**src/rtl/rst_seq_pkg.sv**
```systemverilog
// Shared types for the reset sequencer: FSM states, reset-cause codes and
// the per-state stage reset pattern.
package rst_seq_pkg;

  typedef enum logic [2:0] {
    S_HOLD,
    S_MEM,
    S_PERIPH,
    S_RUN,
    S_SOFT
  } state_t;

  typedef enum logic [1:0] {
    RST_CAUSE_NONE = 2'b00,
    RST_CAUSE_POR  = 2'b01,
    RST_CAUSE_SOFT = 2'b10
  } cause_t;

  typedef struct packed {
    logic mem;
    logic periph;
    logic core;
  } stage_rst_t;

  // Active-low stage resets driven in each state.
  function automatic stage_rst_t stage_outs(input state_t s);
    stage_rst_t r;
    r = '0;
    case (s)
      S_HOLD:   r = 3'b000;
      S_MEM:    r = 3'b100;
      S_PERIPH: r = 3'b110;
      S_RUN:    r = 3'b111;
      S_SOFT:   r = 3'b100;
      default:  r = 3'b000;
    endcase
    return r;
  endfunction

endpackage

```
**src/rtl/rst_seq.sv**
```systemverilog
// Reset sequencer: releases memory, peripheral and core resets in order with
// programmable gaps, and re-resets peripherals/core on a soft-reset request.
module rst_seq
  import rst_seq_pkg::*;
#(
  parameter int unsigned STAGE_DLY = 16,
  parameter int unsigned SOFT_HOLD = 8
) (
  input  logic       clk,
  input  logic       rst_n,
  input  logic       soft_rst_req,
  input  logic       hold_core,
  output logic       mem_rst_n,
  output logic       periph_rst_n,
  output logic       core_rst_n,
  output logic       rst_busy,
  output logic [1:0] rst_cause
);

  localparam int unsigned MAX_DLY = (STAGE_DLY > SOFT_HOLD) ? STAGE_DLY : SOFT_HOLD;
  localparam int unsigned CNT_W   = $clog2(MAX_DLY) + 1;
  localparam logic [CNT_W-1:0] STAGE_LAST = CNT_W'(STAGE_DLY - 1);
  localparam logic [CNT_W-1:0] SOFT_LAST  = CNT_W'(SOFT_HOLD - 1);

  state_t           state, state_nxt;
  logic [CNT_W-1:0] cnt, cnt_nxt;
  logic             soft_take;
  stage_rst_t       stage_q;
  logic             busy_q;
  cause_t           cause_q;

  always_comb begin
    state_nxt = state;
    cnt_nxt   = cnt + CNT_W'(1);
    soft_take = 1'b0;
    case (state)
      S_HOLD: begin
        if (cnt == STAGE_LAST) begin
          state_nxt = S_MEM;
          cnt_nxt   = '0;
        end
      end
      S_MEM: begin
        if (cnt == STAGE_LAST) begin
          state_nxt = S_PERIPH;
          cnt_nxt   = '0;
        end
      end
      S_PERIPH: begin
        // Counter parks at its terminal value while the core is held.
        if (cnt == STAGE_LAST) begin
          if (!hold_core) begin
            state_nxt = S_RUN;
            cnt_nxt   = '0;
          end else begin
            cnt_nxt = cnt;
          end
        end
      end
      S_RUN: begin
        cnt_nxt = '0;
        if (soft_rst_req) begin
          state_nxt = S_SOFT;
          soft_take = 1'b1;
        end
      end
      S_SOFT: begin
        if (cnt == SOFT_LAST) begin
          state_nxt = S_MEM;
          cnt_nxt   = '0;
        end
      end
      default: begin
        state_nxt = S_HOLD;
        cnt_nxt   = '0;
      end
    endcase
  end

  // Outputs are registered from the next state so they change on the same
  // edge as the state itself.
  always_ff @(posedge clk) begin
    if (!rst_n) begin
      state   <= S_HOLD;
      cnt     <= '0;
      stage_q <= '0;
      busy_q  <= 1'b1;
      cause_q <= RST_CAUSE_POR;
    end else begin
      state   <= state_nxt;
      cnt     <= cnt_nxt;
      stage_q <= stage_outs(state_nxt);
      busy_q  <= (state_nxt != S_RUN);
      if (soft_take) cause_q <= RST_CAUSE_SOFT;
    end
  end

  assign mem_rst_n    = stage_q.mem;
  assign periph_rst_n = stage_q.periph;
  assign core_rst_n   = stage_q.core;
  assign rst_busy     = busy_q;
  assign rst_cause    = cause_q;

endmodule

```
**config.mk**
```make
export PLATFORM = sky130hd
export DESIGN_NAME = rst_seq
export DESIGN_NICKNAME = d
export VERILOG_FILES = /design/src/rtl/rst_seq_pkg.sv /design/src/rtl/rst_seq.sv
export SDC_FILE = /design/constraint.sdc
export NUM_CORES = 1
export LEC_CHECK = 0
export BUFFER_PORTS_ARGS = -buffer_cell sky130_fd_sc_hd__buf_2
export CORE_MARGIN = 3
export CORE_UTILIZATION = 45
export CTS_CLUSTER_SIZE = 12
export DETAILED_ROUTE_END_ITERATION = 7
export PLACE_DENSITY_LB_ADDON = 0.25
export SLEW_MARGIN = 30
export SYNTH_ARGS = -nofsm -noshare
export SYNTH_HDL_FRONTEND = slang
export SYNTH_SLANG_ARGS = --single-unit
```
**constraint.sdc**
```tcl
create_clock -name clk -period 1.9 [get_ports clk]
set_input_delay 0.38 -clock clk [delete_from_list [all_inputs] [get_ports clk]]
set_output_delay 0.38 -clock clk [all_outputs]
set_load 0.02 [all_outputs]
```
==> out/results.tsv, run 1 <==
metric	value	unit
Setup WS pre-CTS	106	ps
Worst setup SP type	register	
synth top area cells	dfxtp_1 39%, ha_1 6.9%, nand2_1 4.7%	
clk sinks	14	
Synth Instances	80	
first-pass GRT wire length	2240	um
Worst Path Required	2120	ps
I/O Buffers	9	
Crit Path Max Fanout	5	
post-detail-place hpwl	955	um
status	completed	
Final TNS setup	0	ps
Die Wd	46.1	um
final hold violation count	0	
max frequency	564	MHz
vias in the first global route	562	
WL final	1320	um
Synth async-reset ratio	0	%
Synth Flop Type	dfxtp_1	
1st-iter DRT viols	13	
post-route ant nets	0	
Leakage	0.367	nW
worst-case vdd ir drop	0.499	mV
row count	13	
DRT Pass-1 Iters	4	
Final WS setup	126	ps
Core Region	1400	um2
H-tree levels	1	
RSZ-0062 raised after global routing	no	
hold_buf cts	0	
min cycle time layout	1770	ps
Mapped Nets	88	
chip height	46.1	um
Final setup viols	0	
commonest cells in the synthesized netlist	14 x dfxtp_1, 9 x nand2_1, 6 x nor2_1	
Cell Pwr Density	667	nW/um2
Fin Clk Skew	5.15	ps
P&R area growth vs syn	13.3	%
placed cell area	782	um2
Top-Level Pins	10	
hold slack	348	ps
gr ovfl total	0	
#FFs+latches synth	14	
Pwr Total	0.547	mW
WP data arrival	1990	ps
Worst-path clk slew	90	ps
Final period util	93.4	%
number of synthesized flops with an enable pin	0	
Via-to-Cell Ratio	5.50	
layout cell share with drive strength beyond 1	25.0	%
Final Instance Area	821	um2
initial core utilization	51.8	%
DP Cell Count	103	
initial antenna violation count	0	
Yosys top cell area share	38.7	%
Final Net Count	101	
synth unique cells	34	
Slew Limit Fails	0	
largest net degree at the start of global routing	13	
number of diodes	0	
Synth area leader	dfxtp_1	
Clock Path Buffers	2	
Non-Filler Instances	107	
CTS Buf Count	3	
CTS tree	done	
Die ar.	2130	um2
critical path class	reg2reg	
Total Routing Usage GR	14.9	%
wire per inst	12.3	um
syn avg cell area	9.06	um2
Mapped Area	724	um2
Post-route DRC	0	
global placement routability congestion	0.781	
DR vias	588	
worst hold path class	in2reg	
Synth Warn #	0	
Setup crit end kind	register	
Layout Utilization	58.7	%
register area share after synthesis	38.7	%
Slew @ Worst Pin	367	ps
Rel. slew slack	75.5	%
Worst-Skew Late Latency	290	ps
top-count cell post-synth	dfxtp_1	
Max Cap Viol	0	
clk root buf	clkbuf_4	
## per-layer routing
metal | part of all wire (%) | GRT usage [%] | wire length, um
met4 | 1.7 | 7.39 | 22
met2 | 47 | 22.8 | 626
met3 | 3.8 | 4.69 | 50
met1 | 47 | 18.7 | 620
met5 | 0 | 0 | 0
## path summary, 6_finish.rpt
check,cells after the start,slack [ps],to,from
hold / removal,2,350,rst_cause[0],rst_n
setup reg to reg,7,130,cnt[2],cnt[0]
setup / recovery,7,130,cnt[2],cnt[0]
hold reg to reg,2,450,rst_cause[1],rst_cause[1]
## critical path, cell delays in order (launching register included)
cell and delay (ps):
dfxtp_1 340, ha_1 210, and3_1 210, ha_2 210, a211o_1 330, a21oi_1 140
o21ai_0 90, a21boi_0 180
## report_power, final
| group | leakage (nW) | total (mW) | internal (mW) | switching (mW) |
|---|---|---|---|---|
| logic | 0.232 | 0.0241 | 0.0120 | 0.0120 |
| clock network | 0.0210 | 0.220 | 0.117 | 0.103 |
| registers | 0.113 | 0.304 | 0.299 | 0.00505 |
| total | 0.367 | 0.547 | 0.427 | 0.120 |
## placed cells by master, fill, tap and decap left out, drive strengths merged
| master | instances |
|---|---|
| dfxtp | 14 |
| buf | 11 |
| nand2 | 9 |
| nor2 | 6 |
| inv | 5 |
| a21oi | 4 |
| o21ai | 4 |
| ha | 4 |
| clkbuf | 4 |
| nor3 | 3 |
| and3 | 2 |
| nor2b | 2 |
| o21a | 2 |
| nand3 | 2 |
| a21boi | 2 |
| nand2b | 2 |
| or2 | 1 |
| and4bb | 1 |
| or3b | 1 |
| a211o | 1 |
| mux2i | 1 |
| xor2 | 1 |
| a211oi | 1 |
| nand4bb | 1 |
| a31oi | 1 |
| or3 | 1 |
| nand4b | 1 |
| a22oi | 1 |
| o211ai | 1 |
| o211a | 1 |
| or4 | 1 |
| nand4 | 1 |
## area by class of cell
class / count / area, um2
repair buffers: 11 / 60.1
clock buffers: 4 / 36.3
fillers: 121 / 578
flip-flops and latches: 14 / 280
well taps: 15 / 18.8
multi-input cells: 58 / 407
inverters: 5 / 18.8
## kinds of logic (layout without fill, tap and decap cells)
group | count (synthesis) | count (layout) | share of synthesized area (%)
multiplexers | 1 | 1 | 1.38
flip-flops | 14 | 14 | 38.7
adder cells (fa/ha/maj) | 4 | 4 | 6.91
XOR/XNOR | 1 | 1 | 1.21
buffers and inverters | 8 | 20 | 5.53
AND/OR/NAND/NOR | 34 | 34 | 27.8
AO/OA/AOI/OAI | 18 | 18 | 18.5
## sequential cells by signal (all words and copies together) (netlist names)
signal,flops
core_rst_n,1
rst_busy,1
cnt,5
state,3
rst_cause,2
periph_rst_n,1
mem_rst_n,1
## timing repair
action,CTS,global route
buffers inserted,0,0
setup endpoints to repair,0,2
resized for setup,0,1
No activity file was read; power rests on OpenSTA's default activity.
==> inputs of run 2 (changes only) <==
--- a/config.mk
+++ b/config.mk
@@ -10,7 +10,6 @@
 export CORE_UTILIZATION = 45
 export CTS_CLUSTER_SIZE = 12
 export DETAILED_ROUTE_END_ITERATION = 7
-export PLACE_DENSITY_LB_ADDON = 0.25
 export SLEW_MARGIN = 30
 export SYNTH_ARGS = -nofsm -noshare
 export SYNTH_HDL_FRONTEND = slang
==> constraint.sdc (replaced) <==
create_clock -name clk -period 2.05 [get_ports clk]
set_input_delay 0.41 -clock clk [delete_from_list [all_inputs] [get_ports clk]]
set_output_delay 0.41 -clock clk [all_outputs]
set_load 0.02 [all_outputs]
==> run 2 against run 1 <==
First-iteration DRC count down 77%. Sequential power down 7.2%. Die area unchanged. Clock power down 10%. Global-route usage down 0.97 points. Register-to-register slack better by 40 ps. Final cell count down 0.93%. Wire length down 5.6%. Fmax down 5.6%. Via count down 3.9%. Sequential share of layout area up 0.42 points.
==> out/results.tsv, run 2 (synthesized netlist as in run 1, its figures left out) <==
metric	value	unit
status	completed	
Worst Path Required	2230	ps
DP Cell Count	102	
Layout Utilization	58.0	%
initial core utilization	51.8	%
Rel. slew slack	76.0	%
Via-to-Cell Ratio	5.33	
GR peak layer	met2	
number of diodes	0	
Hold Path Cell Cnt	2	
first-pass GRT wire length	2110	um
max frequency	532	MHz
critical path class	reg2reg	
post-cts gate resize count	0	
critical hold path startpoint	rst_n	
Final Net Count	100	
worst-case vdd ir drop	0.396	mV
CP peak stage delay	380	ps
Core Region	1400	um2
Die Wd	46.1	um
Final TNS setup	0	ps
worst hold path class	in2reg	
crit-path most repeated cell	ha_1	
Top reg by flops	cnt	
global placement routability congestion	0.779	
Crit Reg-Reg Startpoint	cnt[0]	
commonest non-fill, non-tap cell in the layout	dfxtp_1	
clk root buf	clkbuf_4	
DRT Pass-1 Iters	2	
R2R Setup Slk	170	ps
Post-route DRC	0	
RSZ-0062 raised after global routing	no	
DR vias	565	
Worst R2R End	cnt[4]	
layout cell share with drive strength beyond 1	23.1	%
final hold violation count	0	
post-route ant nets	0	
CP Cell Sequence	ha_1, and3_1, ha_1, nand2_1, or3_1, o211a_1	
row count	13	
CTS tree	done	
WL final	1250	um
CTS Buf Count	3	
Final period util	91.7	%
I/O Buffers	9	
wire per inst	11.7	um
Top-Level Pins	10	
Clock Path Buffers	2	
Setup crit end kind	register	
1st-iter DRT viols	3	
H-tree levels	1	
commonest cells after routing, fill and taps aside	14 x dfxtp_1, 9 x nand2_1, 9 x buf_2	
Worst-path clk slew	90	ps
Worst setup SP type	register	
setup bufs post-CTS	0	
Hold EP	rst_cause[0]	
met2 Use GR	21.7	%
Non-Filler Instances	106	
slowest CP cell	dfxtp_1	
Largest delay share family, worst path	simple AND/OR/NAND/NOR gates	
buffer and inverter count on the worst path	0	
Cell Pwr Density	617	nW/um2
Slew Limit Fails	0	
grt met1 use	17.0	%
Worst-Skew Late Latency	280	ps
post-detail-place hpwl	946	um
min cycle time layout	1880	ps
number of flip-flops under the largest register name	5	
gr ovfl total	0	
Fin Clk Skew	3.81	ps
hold_buf cts	0	
Total Routing Usage GR	14.0	%
clk sinks	14	
worst reg2reg path depth	6	
CP startpoint	cnt[0]	
Leakage	0.363	nW
Final setup viols	0	
Max Cap Viol	0	
M3 GR Usage	5.86	%
Die ar.	2130	um2
Pwr Total	0.500	mW
WP data arrival	2060	ps
vias in the first global route	498	
chip height	46.1	um
initial antenna violation count	0	
P&R area growth vs syn	11.9	%
hold slack	367	ps
Slew @ Worst Pin	360	ps
Crit Path Max Fanout	5	
largest net degree at the start of global routing	13	
-- run 2: power by group --
group	internal [mW]	switching, mW	total, mW
Sequential	0.277	0.00519	0.282
Combinational	0.0103	0.0102	0.0205
Clock	0.108	0.0896	0.198
-- run 2: how the worst max path moves through the flow --
stage | endpoint | depth (start not counted)
final | cnt[4] | 6
after global routing | cnt[3] | 8
after CTS | cnt[4] | 6
after detailed placement | cnt[4] | 6
after global placement | cnt[4] | 6
after floorplan | cnt[4] | 6
-- run 2: area by class of cell --
type                            instances  area [um2]
Inverter                                5        18.8
Sequential cell                        14         280
Multi-Input combinational cell         58         404
Clock buffer                            4        36.3
Fill cell                             145         588
Timing Repair Buffer                   10        52.6
Tap cell                               15        18.8
-- run 2: per-stage QoR --
step	setup slack [ps]	instance area, um2
floorplan	313	724
global placement	199	774
detailed placement	169	774
CTS	155	811
global route	28.8	811
finish	170	811
-- run 2: layer usage --
metal	vias to the layer above	wire, um
li1	301	-
met1	252	604
met2	10	561
met3	2	69
met4	0	10
met5	-	0
==> inputs of run 3 (changes only) <==
--- a/config.mk
+++ b/config.mk
@@ -6,10 +6,11 @@
 export NUM_CORES = 1
 export LEC_CHECK = 0
 export BUFFER_PORTS_ARGS = -buffer_cell sky130_fd_sc_hd__buf_2
-export CORE_MARGIN = 3
-export CORE_UTILIZATION = 45
+export CORE_AREA = 3 3 40 42
 export CTS_CLUSTER_SIZE = 12
 export DETAILED_ROUTE_END_ITERATION = 7
+export DIE_AREA = 0 0 43 45
+export PLACE_DENSITY = 0.76
 export SLEW_MARGIN = 30
 export SYNTH_ARGS = -nofsm -noshare
 export SYNTH_HDL_FRONTEND = slang
==> run 3 against run 2 <==
Final cell count shrank 0.94%. Clock power shrank 26%. Combinational power grew 3%. First-iteration DRC count grew 67%. Critical path type unchanged. Highest routed layer unchanged.
==> out/results.tsv, run 3 (synthesized netlist as in run 1, its figures left out) <==
metric	value	unit
min cycle time layout	1880	ps
Comb pwr share	4.7	%
number of diodes	0	
placed cell area	774	um2
CTS Buf Count	3	
Cell Pwr Density	564	nW/um2
setup bufs post-CTS	0	
hold_buf cts	0	
largest net degree at the start of global routing	13	
gr ovfl total	0	
register share of total power	62.6	%
critical path class	reg2reg	
Final Instance Area	797	um2
CP startpoint	cnt[0]	
Layout Utilization	62.0	%
chip height	45	um
Final period util	91.7	%
CTS tree	done	
Total Routing Usage GR	14.6	%
Worst Path Required	2220	ps
post-route ant nets	0	
Die Wd	43	um
crit-path most repeated cell	ha_1	
initial antenna violation count	0	
number of flip-flops under the largest register name	5	
slowest CP cell	or3_1	
WP data arrival	2050	ps
CP peak stage delay	380	ps
CP Cell Sequence	ha_1, and3_1, ha_1, nand2_1, or3_1, o211a_1	
post-cts gate resize count	0	
commonest cells after routing, fill and taps aside	14 x dfxtp_1, 9 x nand2_1, 9 x buf_2	
grt met1 use	16.7	%
status	completed	
P&R area growth vs syn	10.0	%
Clk pwr share	32.7	%
Non-Filler Instances	105	
switching share of power	21.1	%
Crit Path Max Fanout	5	
Top-Level Pins	10	
Setup WS pre-CTS	162	ps
Seq. cell area	280	um2
Crit Reg-Reg Startpoint	cnt[0]	
WL final	1250	um
M3 GR Usage	3.98	%
Via-to-Cell Ratio	5.60	
commonest non-fill, non-tap cell in the layout	dfxtp_1	
H-tree levels	1	
Die ar.	1940	um2
Max Cap Viol	0	
clk root buf	clkbuf_4	
Final setup viols	0	
1st-iter DRT viols	5	
Leakage	0.355	nW
post-detail-place hpwl	956	um
clk sinks	14	
Worst-path clk slew	80	ps
DP Cell Count	102	
DR vias	588	
initial core utilization	56.4	%
wire per inst	11.9	um
DRT Pass-1 Iters	4	
R2R Setup Slk	170	ps
final hold violation count	0	
Rel. slew slack	77.4	%
Post-route DRC	0	
Clock Path Buffers	2	
Slew @ Worst Pin	339	ps
vias in the first global route	517	
Core Region	1280	um2
worst-case vdd ir drop	0.334	mV
multi-input logic area	404	um2
global placement routability congestion	0.806	
switching power	0.0947	mW
P_int	0.355	mW
layout cell share with drive strength beyond 1	22.2	%
Worst-Skew Late Latency	270	ps
row count	13	
critical hold path startpoint	rst_n	
Worst setup SP type	register	
# fillers	127	
GR peak layer	met2	
RSZ-0062 raised after global routing	no	
Final WS setup	170	ps
I/O Buffers	9	
worst hold path class	in2reg	
first-pass GRT wire length	2100	um
max frequency	532	MHz
Setup crit end kind	register	
Top reg by flops	cnt	
met2 Use GR	25.1	%
Final TNS setup	0	ps
Slew Limit Fails	0	
Fin Clk Skew	5.25	ps
Final Net Count	100	
==> run 3: cell types whose count changed in the layout (fill, tap and decap cells not counted), sizes merged <==
cell    delta
clkbuf     -1
==> run 3: area by class of cell <==
cell class | instances | area share (%)
inverters | 5 | 2.35
multi-input cells | 58 | 50.7
repair buffers | 10 | 6.59
flip-flops and latches | 14 | 35.2
well taps | 15 | 2.35
clock buffers | 3 | 2.83
==> run 3: power groups by stage <==
stage               logic, mW  clock network [mW]  registers, mW
finish                 0.0211               0.147          0.282
global route           0.0240               0.162          0.282
CTS                    0.0213               0.155          0.282
detailed placement     0.0211                   0          0.288
global placement       0.0206                   0          0.288
floorplan              0.0135                   0          0.287
==> run 3: per-layer routing <==
| metal | wire, um | part of all wire [%] | up-vias |
|---|---|---|---|
| li1 | - | - | 301 |
| met1 | 573 | 46 | 276 |
| met2 | 614 | 49 | 9 |
| met3 | 49 | 3.9 | 2 |
| met4 | 11 | 0.88 | 0 |
| met5 | 0 | 0 | - |
==> run 3: worst paths after layout <==
kind / to / depth (start not counted)
worst min register to register: rst_cause[0] / 2
worst max-delay path: cnt[4] / 6
worst min-delay path: rst_cause[0] / 2
worst max register to register: cnt[4] / 6
==> run 3: through the flow <==
| stage | power (mW) | hold slack, ps |
|---|---|---|
| 6_report | 0.450 | 388 |
| 3_3_place_gp | 0.308 | 431 |
| 3_5_place_dp | 0.309 | 432 |
| 5_1_grt | 0.468 | 390 |
| 4_1_cts | 0.458 | 379 |
| 2_1_floorplan | 0.300 | 472 |
==> run 3: critical path: cells and delay by family, from the launching register on <==
kind	cells	cell delay [ps]
AND/OR/NAND/NOR	3	700
adder cells (fa/ha/maj)	2	500
AO/OA/AOI/OAI	1	220
flip-flops	1	370
